===== src/rtl/pc_sequencer_pkg.sv =====
// Shared definitions for the program-counter sequencer and the control stage.
// The state encodings are fixed because the control stage decodes them directly.
package pc_sequencer_pkg;

  localparam int PC_WIDTH = 10;

  typedef enum logic [1:0] {
    RUN     = 2'b00,
    WAIT_IN = 2'b01,
    HALT    = 2'b10
  } seq_state_t;

endpackage


===== src/rtl/pc_sequencer_flag_register.sv =====
// Registered ALU zero/negative flags, loaded on the enable strobe in every state.
module flagRegister (
  input  logic clock,
  input  logic reset,
  input  logic enable,
  input  logic zero_in,
  input  logic negative_in,
  output logic zero_out,
  output logic negative_out
);

  logic zero_q, zero_d;
  logic negative_q, negative_d;

  always_comb begin
    zero_d     = zero_q;
    negative_d = negative_q;
    if (enable) begin
      zero_d     = zero_in;
      negative_d = negative_in;
    end
  end

  always_ff @(posedge clock or negedge reset) begin
    if (!reset) begin
      zero_q     <= 1'b0;
      negative_q <= 1'b0;
    end else begin
      zero_q     <= zero_d;
      negative_q <= negative_d;
    end
  end

  assign zero_out     = zero_q;
  assign negative_out = negative_q;

endmodule


===== src/rtl/pc_sequencer.sv =====
// Program counter sequencer: RUN / WAIT_IN / HALT control with branch, jump,
// input-wait and halt handling. Branches test the flags registered before the edge.
//
// state   | meaning
// RUN     | pc advances or redirects every cycle
// WAIT_IN | IN instruction pending; pc held until inAck
// HALT    | halted; pc held until resume
module pc_sequencer #(
  parameter int                  PC_WIDTH   = pc_sequencer_pkg::PC_WIDTH,
  parameter logic [PC_WIDTH-1:0] RESET_ADDR = '0
) (
  input  logic                clock,
  input  logic                reset,
  input  logic [PC_WIDTH-1:0] mainAddress,
  input  logic                jump,
  input  logic                bzero,
  input  logic                bnegative,
  input  logic                HLT,
  input  logic                enable,
  input  logic                aluZero,
  input  logic                aluNegative,
  input  logic                inRequest,
  input  logic                inAck,
  input  logic                resume,
  output logic [PC_WIDTH-1:0] pc,
  output logic                halted,
  output logic                stall,
  output logic                zeroFlag,
  output logic                negativeFlag
);

  import pc_sequencer_pkg::*;

  localparam logic [PC_WIDTH-1:0] PC_ONE = {{(PC_WIDTH-1){1'b0}}, 1'b1};

  seq_state_t          state_q, state_d;
  logic [PC_WIDTH-1:0] pc_q, pc_d;
  logic [PC_WIDTH-1:0] pc_inc;
  logic                zero_flag;
  logic                negative_flag;

  flagRegister u_flags (
    .clock        (clock),
    .reset        (reset),
    .enable       (enable),
    .zero_in      (aluZero),
    .negative_in  (aluNegative),
    .zero_out     (zero_flag),
    .negative_out (negative_flag)
  );

  // Natural wrap modulo 2^PC_WIDTH.
  assign pc_inc = pc_q + PC_ONE;

  always_comb begin
    state_d = state_q;
    pc_d    = pc_q;
    case (state_q)
      RUN: begin
        if (HLT) begin
          state_d = HALT;
        end else if (jump) begin
          pc_d = mainAddress;
        end else if (inRequest) begin
          state_d = WAIT_IN;
        end else if (bzero && zero_flag) begin
          pc_d = mainAddress;
        end else if (bnegative && negative_flag) begin
          pc_d = mainAddress;
        end else begin
          pc_d = pc_inc;
        end
      end
      WAIT_IN: begin
        if (inAck) begin
          state_d = RUN;
          pc_d    = pc_inc;
        end
      end
      HALT: begin
        if (resume) begin
          state_d = RUN;
          pc_d    = pc_inc;
        end
      end
      default: begin
        state_d = RUN;
      end
    endcase
  end

  always_ff @(posedge clock or negedge reset) begin
    if (!reset) begin
      state_q <= RUN;
      pc_q    <= RESET_ADDR;
    end else begin
      state_q <= state_d;
      pc_q    <= pc_d;
    end
  end

  assign pc           = pc_q;
  assign halted       = (state_q == HALT);
  assign stall        = (state_q == WAIT_IN);
  assign zeroFlag     = zero_flag;
  assign negativeFlag = negative_flag;

endmodule


===== config.mk =====
export PLATFORM = sky130hd
export DESIGN_NAME = pc_sequencer
export DESIGN_NICKNAME = d
export VERILOG_FILES = /design/src/rtl/pc_sequencer_pkg.sv /design/src/rtl/pc_sequencer_flag_register.sv /design/src/rtl/pc_sequencer.sv
export SDC_FILE = /design/constraint.sdc
export NUM_CORES = 1
export LEC_CHECK = 0
export ABC_AREA = 1
export CELL_PAD_IN_SITES_DETAIL_PLACEMENT = 1
export CELL_PAD_IN_SITES_GLOBAL_PLACEMENT = 1
export CORE_ASPECT_RATIO = 1.75
export CORE_MARGIN = 1
export CORE_UTILIZATION = 32
export DETAILED_ROUTE_END_ITERATION = 16
export PLACE_DENSITY_LB_ADDON = 0.1
export SLEW_MARGIN = 20
export SYNTH_ARGS = -nofsm -noshare
export SYNTH_HDL_FRONTEND = slang
export SYNTH_SLANG_ARGS = --single-unit

===== constraint.sdc =====
create_clock -name clock -period 2.1 [get_ports clock]
set_clock_uncertainty 0.1 [all_clocks]
set_input_delay 0.315 -clock clock [delete_from_list [all_inputs] [get_ports clock]]
set_output_delay 0.315 -clock clock [all_outputs]
set_load 0.005 [all_outputs]

Word-level counts from Yosys, hierarchy flattened
Cells that the tools add are included.
- memories kept: 0
- bits in read-only memories: 0
- register bits after elaboration: 14
- RAM bits: 0
- output and inout port bits: 14
- bits in latches: 0
- bits of input ports: 22
- word-level logic and storage cells: 33
- add/sub/neg operators: 1
- multiplexer cells: 14
- divide/modulo/power cells: 0
- $lt $le $gt $ge: 0
- equal/unequal tests: 8
- reductions and logical operators: 6
- $mul: 0
- shifts and indexed selects: 0
- bitwise operators: 0
- operators with widths (operator ; number):
    10-bit two-way mux ; 7
    10-bit one-hot mux with 3 select lines ; 1
    10-bit by 1-bit adder with 10-bit output (second input constant) ; 1
    2-bit two-way mux ; 5
    3-bit != test (second input constant) ; 3
    2-bit != test (second input constant) ; 3
    2-bit one-hot mux with 3 select lines ; 1
    5-bit AND reduction ; 1
    4-bit AND reduction ; 1
    3-bit nonzero test ; 1
    2-bit by 1-bit == test with 1-bit output (second input constant) ; 1
    2-bit == test (second input constant) ; 1
    1-bit logical AND ; 2
    2-bit logical NOT ; 1

Longest topological paths before layout
- depth in word-level cells: 7
- depth in mapped cells: 9
- gate-level depth less buffers: 9

By module
From an unflattened synthesis, not the netlist that was laid out.
- cells, all modules: 151
- area total of the unflattened synthesis: 1004.7 um2
- modules (own cells, without submodules) (module ; cells each ; area each (um2) ; times used):
    pc_sequencer ; 142 ; 928.4 ; 1
    flagRegister ; 9 ; 76.3 ; 1

Worst setup path before layout
No wires, ideal clock.
- path kind: register -> register
- start point: reg state_q[0]
- end point: reg pc_q[1] (netlist: pc[1])
- arrival: 1210 ps
- cell stages (with the launch flop): 8
- data required time: 1883 ps
- slack: 673 ps
- period minus slack after synthesis: 1427 ps
- cells stage by stage: dfrtp_1 inv_1 ha_1 inv_1 nand2_2 or2_2 nand3_1 nand2_1
- cells in the longest elaborated chain, start to end: 3
- elaborated cells between the ends (all ways): 10
- classes of those cells: eq/ne (6); mux (1); reduce/logical (3)
- ends and longest elaborated chain (item ; RTL line ; text):
    start: declaration ; pc_sequencer.sv:36 ; seq_state_t state_q, state_d;
    start signal: assignment ; pc_sequencer.sv:97 ; state_q <= state_d;
    2-bit == test, or another cell as far along ; pc_sequencer.sv:58 ; case (state_q)
    2-bit != test (no source line), or another cell as far along ; n/a ;
    5-bit AND reduction (no source line) ; n/a ;
    end signal: assignment ; pc_sequencer.sv:98 ; pc_q <= pc_d;
    end: declaration ; pc_sequencer.sv:37 ; logic [PC_WIDTH-1:0] pc_q, pc_d;
Several ways; a longest one is shown, not always the timed one.
A chain may end at the register's enable or synchronous reset.

Final worst setup path
- start point: reg state_q[0]
- end point: out halted
- cells in the longest elaborated chain, start to end: 1
- ends and longest elaborated chain (item ; RTL line ; text):
    2-bit == test ; pc_sequencer.sv:103 ; assign halted = (state_q == HALT);
    end: declaration ; pc_sequencer.sv:26 ; output logic halted,
Every way passes these cells.

==> results by group <==
Drt
  – WL per Instance: 13.1 microns
  – DRT iter0 DRCs: 15
  – Routed Antenna Nets: 0
  – WL final: 2960 microns
  – Vias: 1050
  – Vias/cell: 4.63
  – Drt first pass iters: 3
  – DRC errors left: 0

Timing
  – Slew Viols, Final: 0
  – Tmin final: 1860 ps
  – RSZ-0062 raised after global routing: no
  – Least-Margin Pin Slew: 305 ps
  – Final setup vio count: 0
  – Crit share post-route: 0.888
  – Fmax: 0.537 GHz
  – Slew HR: 0.796
  – Setup TNS: 0 ps
  – Final worst-path setup slack: 236 ps
  – Final Hold Viols: 0

Place
  – GP Congestion: 0.813
  – Setup Slack @ Placement: 271 ps
  – Dpl hpwl: 2380 microns
  – Port Buf Inserts: 35

Logic synthesis
  – Syn_area_per_cell: 6.84 sq um
  – Syn Nets: 173
  – Seq cells post-synth: 14
  – Synth Warn #: 0
  – Synth cell types: 21
  – Mapped Area: 1010 sq um
  – Register area share after synthesis: 0.348
  – Syn Inst Count: 147

Power
  – Leak: 0.721 nW
  – PwrDens: 1400 nW/um^2
  – Worst VDD drop: 0.571 mV

Critical path
  – CP required: 1680 ps
  – FF-to-FF Start: state_q[0]
  – Setup crit end: halted
  – Critical Path Sink Type: output pin
  – Worst setup path startpoint: state_q[0]
  – Crit-path cells: inv_1, ha_1, clkdlybuf4s50_1
  – CP max stage delay: 510 ps
  – R2R cell count: 7
  – Crit path max fanout: 3
  – End of the worst register-to-register path: pc[1]
  – WP data arrival: 1450 ps
  – Reg2Reg Setup Slack: 410 ps
  – CP max stage cell: clkdlybuf4s50_1
  – Worst setup SP type: flop
  – Kind of critical path: reg -> out

Finish
  – Fraction of layout instances using a drive strength above 1: 0.0973
  – P&R area growth vs syn: 44.0%
  – Commonest non-fill, non-tap cells in the layout: nand2_1, clkdlybuf4s50_1, inv_1
  – Total of fill cells in the finished design: 382
  – # nets final: 212
  – Most common cell after layout, fill and taps aside: nand2_1
  – ANT cells: 0

Clock tree
  – H-tree levels: 1
  – CTS buffer count: 3
  – PostCTS Resize Cnt: 0
  – CTS tree: yes
  – Worst-path clk slew: 60 ps
  – # Post-CTS Setup Buffers: 0
  – Clock root cell: clkbuf_8
  – Clock sink count: 14
  – Clk Latency, worst-skew pair: 250 ps
  – CTS Buffer Depth: 2
  – Hold buffers post-CTS: 0

Floorplanning
  – Initial Util: 0.340
  – Io pins: 36
  – Rows: 26
  – Die X: 44.4 microns
  – Core area: 2960 sq um
  – Die height: 76.2 microns
  – Die footprint: 3380 sq um

Global route
  – GRT Util Overall: 0.207
  – Vias in the first global route: 1218
  – Antenna violations before repair: 0
  – First-pass GRT wire length: 5270 microns
  – Largest net degree at the start of global routing: 18
  – Gr ovfl total: 0

Flow run
  – Max_cap viols: 0

Outcome
  – Status: finished, final reports clean

Min path
  – Hold crit path type: in -> async
power by group:
group          total, W  internal (W)  switching [W]  leakage [nW]
logic           0.00120      0.000527       0.000668         0.521
registers      0.000561      0.000397       0.000164         0.171
clock network  0.000271      0.000166       0.000105        0.0288
how the worst min path moves through the flow:
stage	endpoint	slack, ps	startpoint	cells past startpoint
final	u_flags.zero_out	280	reset	2
after global routing	u_flags.zero_out	300	reset	2
after CTS	pc[0]	300	reset	2
after detailed placement	state_q[1]	420	state_q[1]	2
after global placement	state_q[1]	400	state_q[1]	2
after floorplan	pc[0]	-80	reset	0
kinds of logic after synthesis:
family / synth area share
buf+inv: 0.108
xor+xnor: 0.00871
mux: 0.0224
fa+ha+maj: 0.0498
compound gates: 0.0249
simple gates: 0.438
flops: 0.348
metrics by stage:
stage	instances	power [W]	cell area, sq um	hold WS (ps)	util
2_1_floorplan	147	0.00133	1010	-80.6	-
5_1_grt	227	0.00226	1450	301	0.489
4_1_cts	227	0.00208	1450	297	0.489
3_3_place_gp	223	0.00171	1390	400	0.471
3_5_place_dp	223	0.00179	1390	415	0.471
6_report	227	0.00203	1450	285	0.489
registers in the layout, indices dropped and copies added (netlist names):
signal                flops
pc                       10
state_q                   2
u_flags.negative_out      1
u_flags.zero_out          1
layout make-up:
cell class / count / area [sq um] / area share
clock buffers: 4 / 55.1 / 0.0380
inverters: 23 / 86.3 / 0.0596
multi-input cells: 108 / 547 / 0.377
flip-flops and latches: 14 / 350 / 0.242
well taps: 42 / 52.6 / 0.0363
repair buffers: 36 / 358 / 0.247
layer usage:
metal  vias up  share of wire  global-route usage
li1        524              -                   -
met1       500           0.35               0.198
met2        21           0.61               0.409
met3         5          0.026              0.0213
met4         0          0.019              0.0788
met5         -              0                   0
synth_stat cells (all sizes together):
| library cell | count | area share |
|---|---|---|
| a21oi | 1 | 0.0050 |
| o21ai | 4 | 0.020 |
| nand4 | 1 | 0.0062 |
| inv | 23 | 0.086 |
| nand3 | 18 | 0.10 |
| dfrtp | 14 | 0.35 |
| mux2 | 2 | 0.022 |
| ha | 4 | 0.050 |
| nand3b | 2 | 0.015 |
| buf | 2 | 0.022 |
| nor2 | 14 | 0.070 |
| or2 | 2 | 0.012 |
| nand2 | 59 | 0.23 |
| xor2 | 1 | 0.0087 |
worst max-delay path: cells and delay by family (launching register included):
kind,cells,cell delay [ps]
fa+ha+maj,1,190
buf+inv,2,620
flops,1,390
Power figures use the tool's default switching activity.
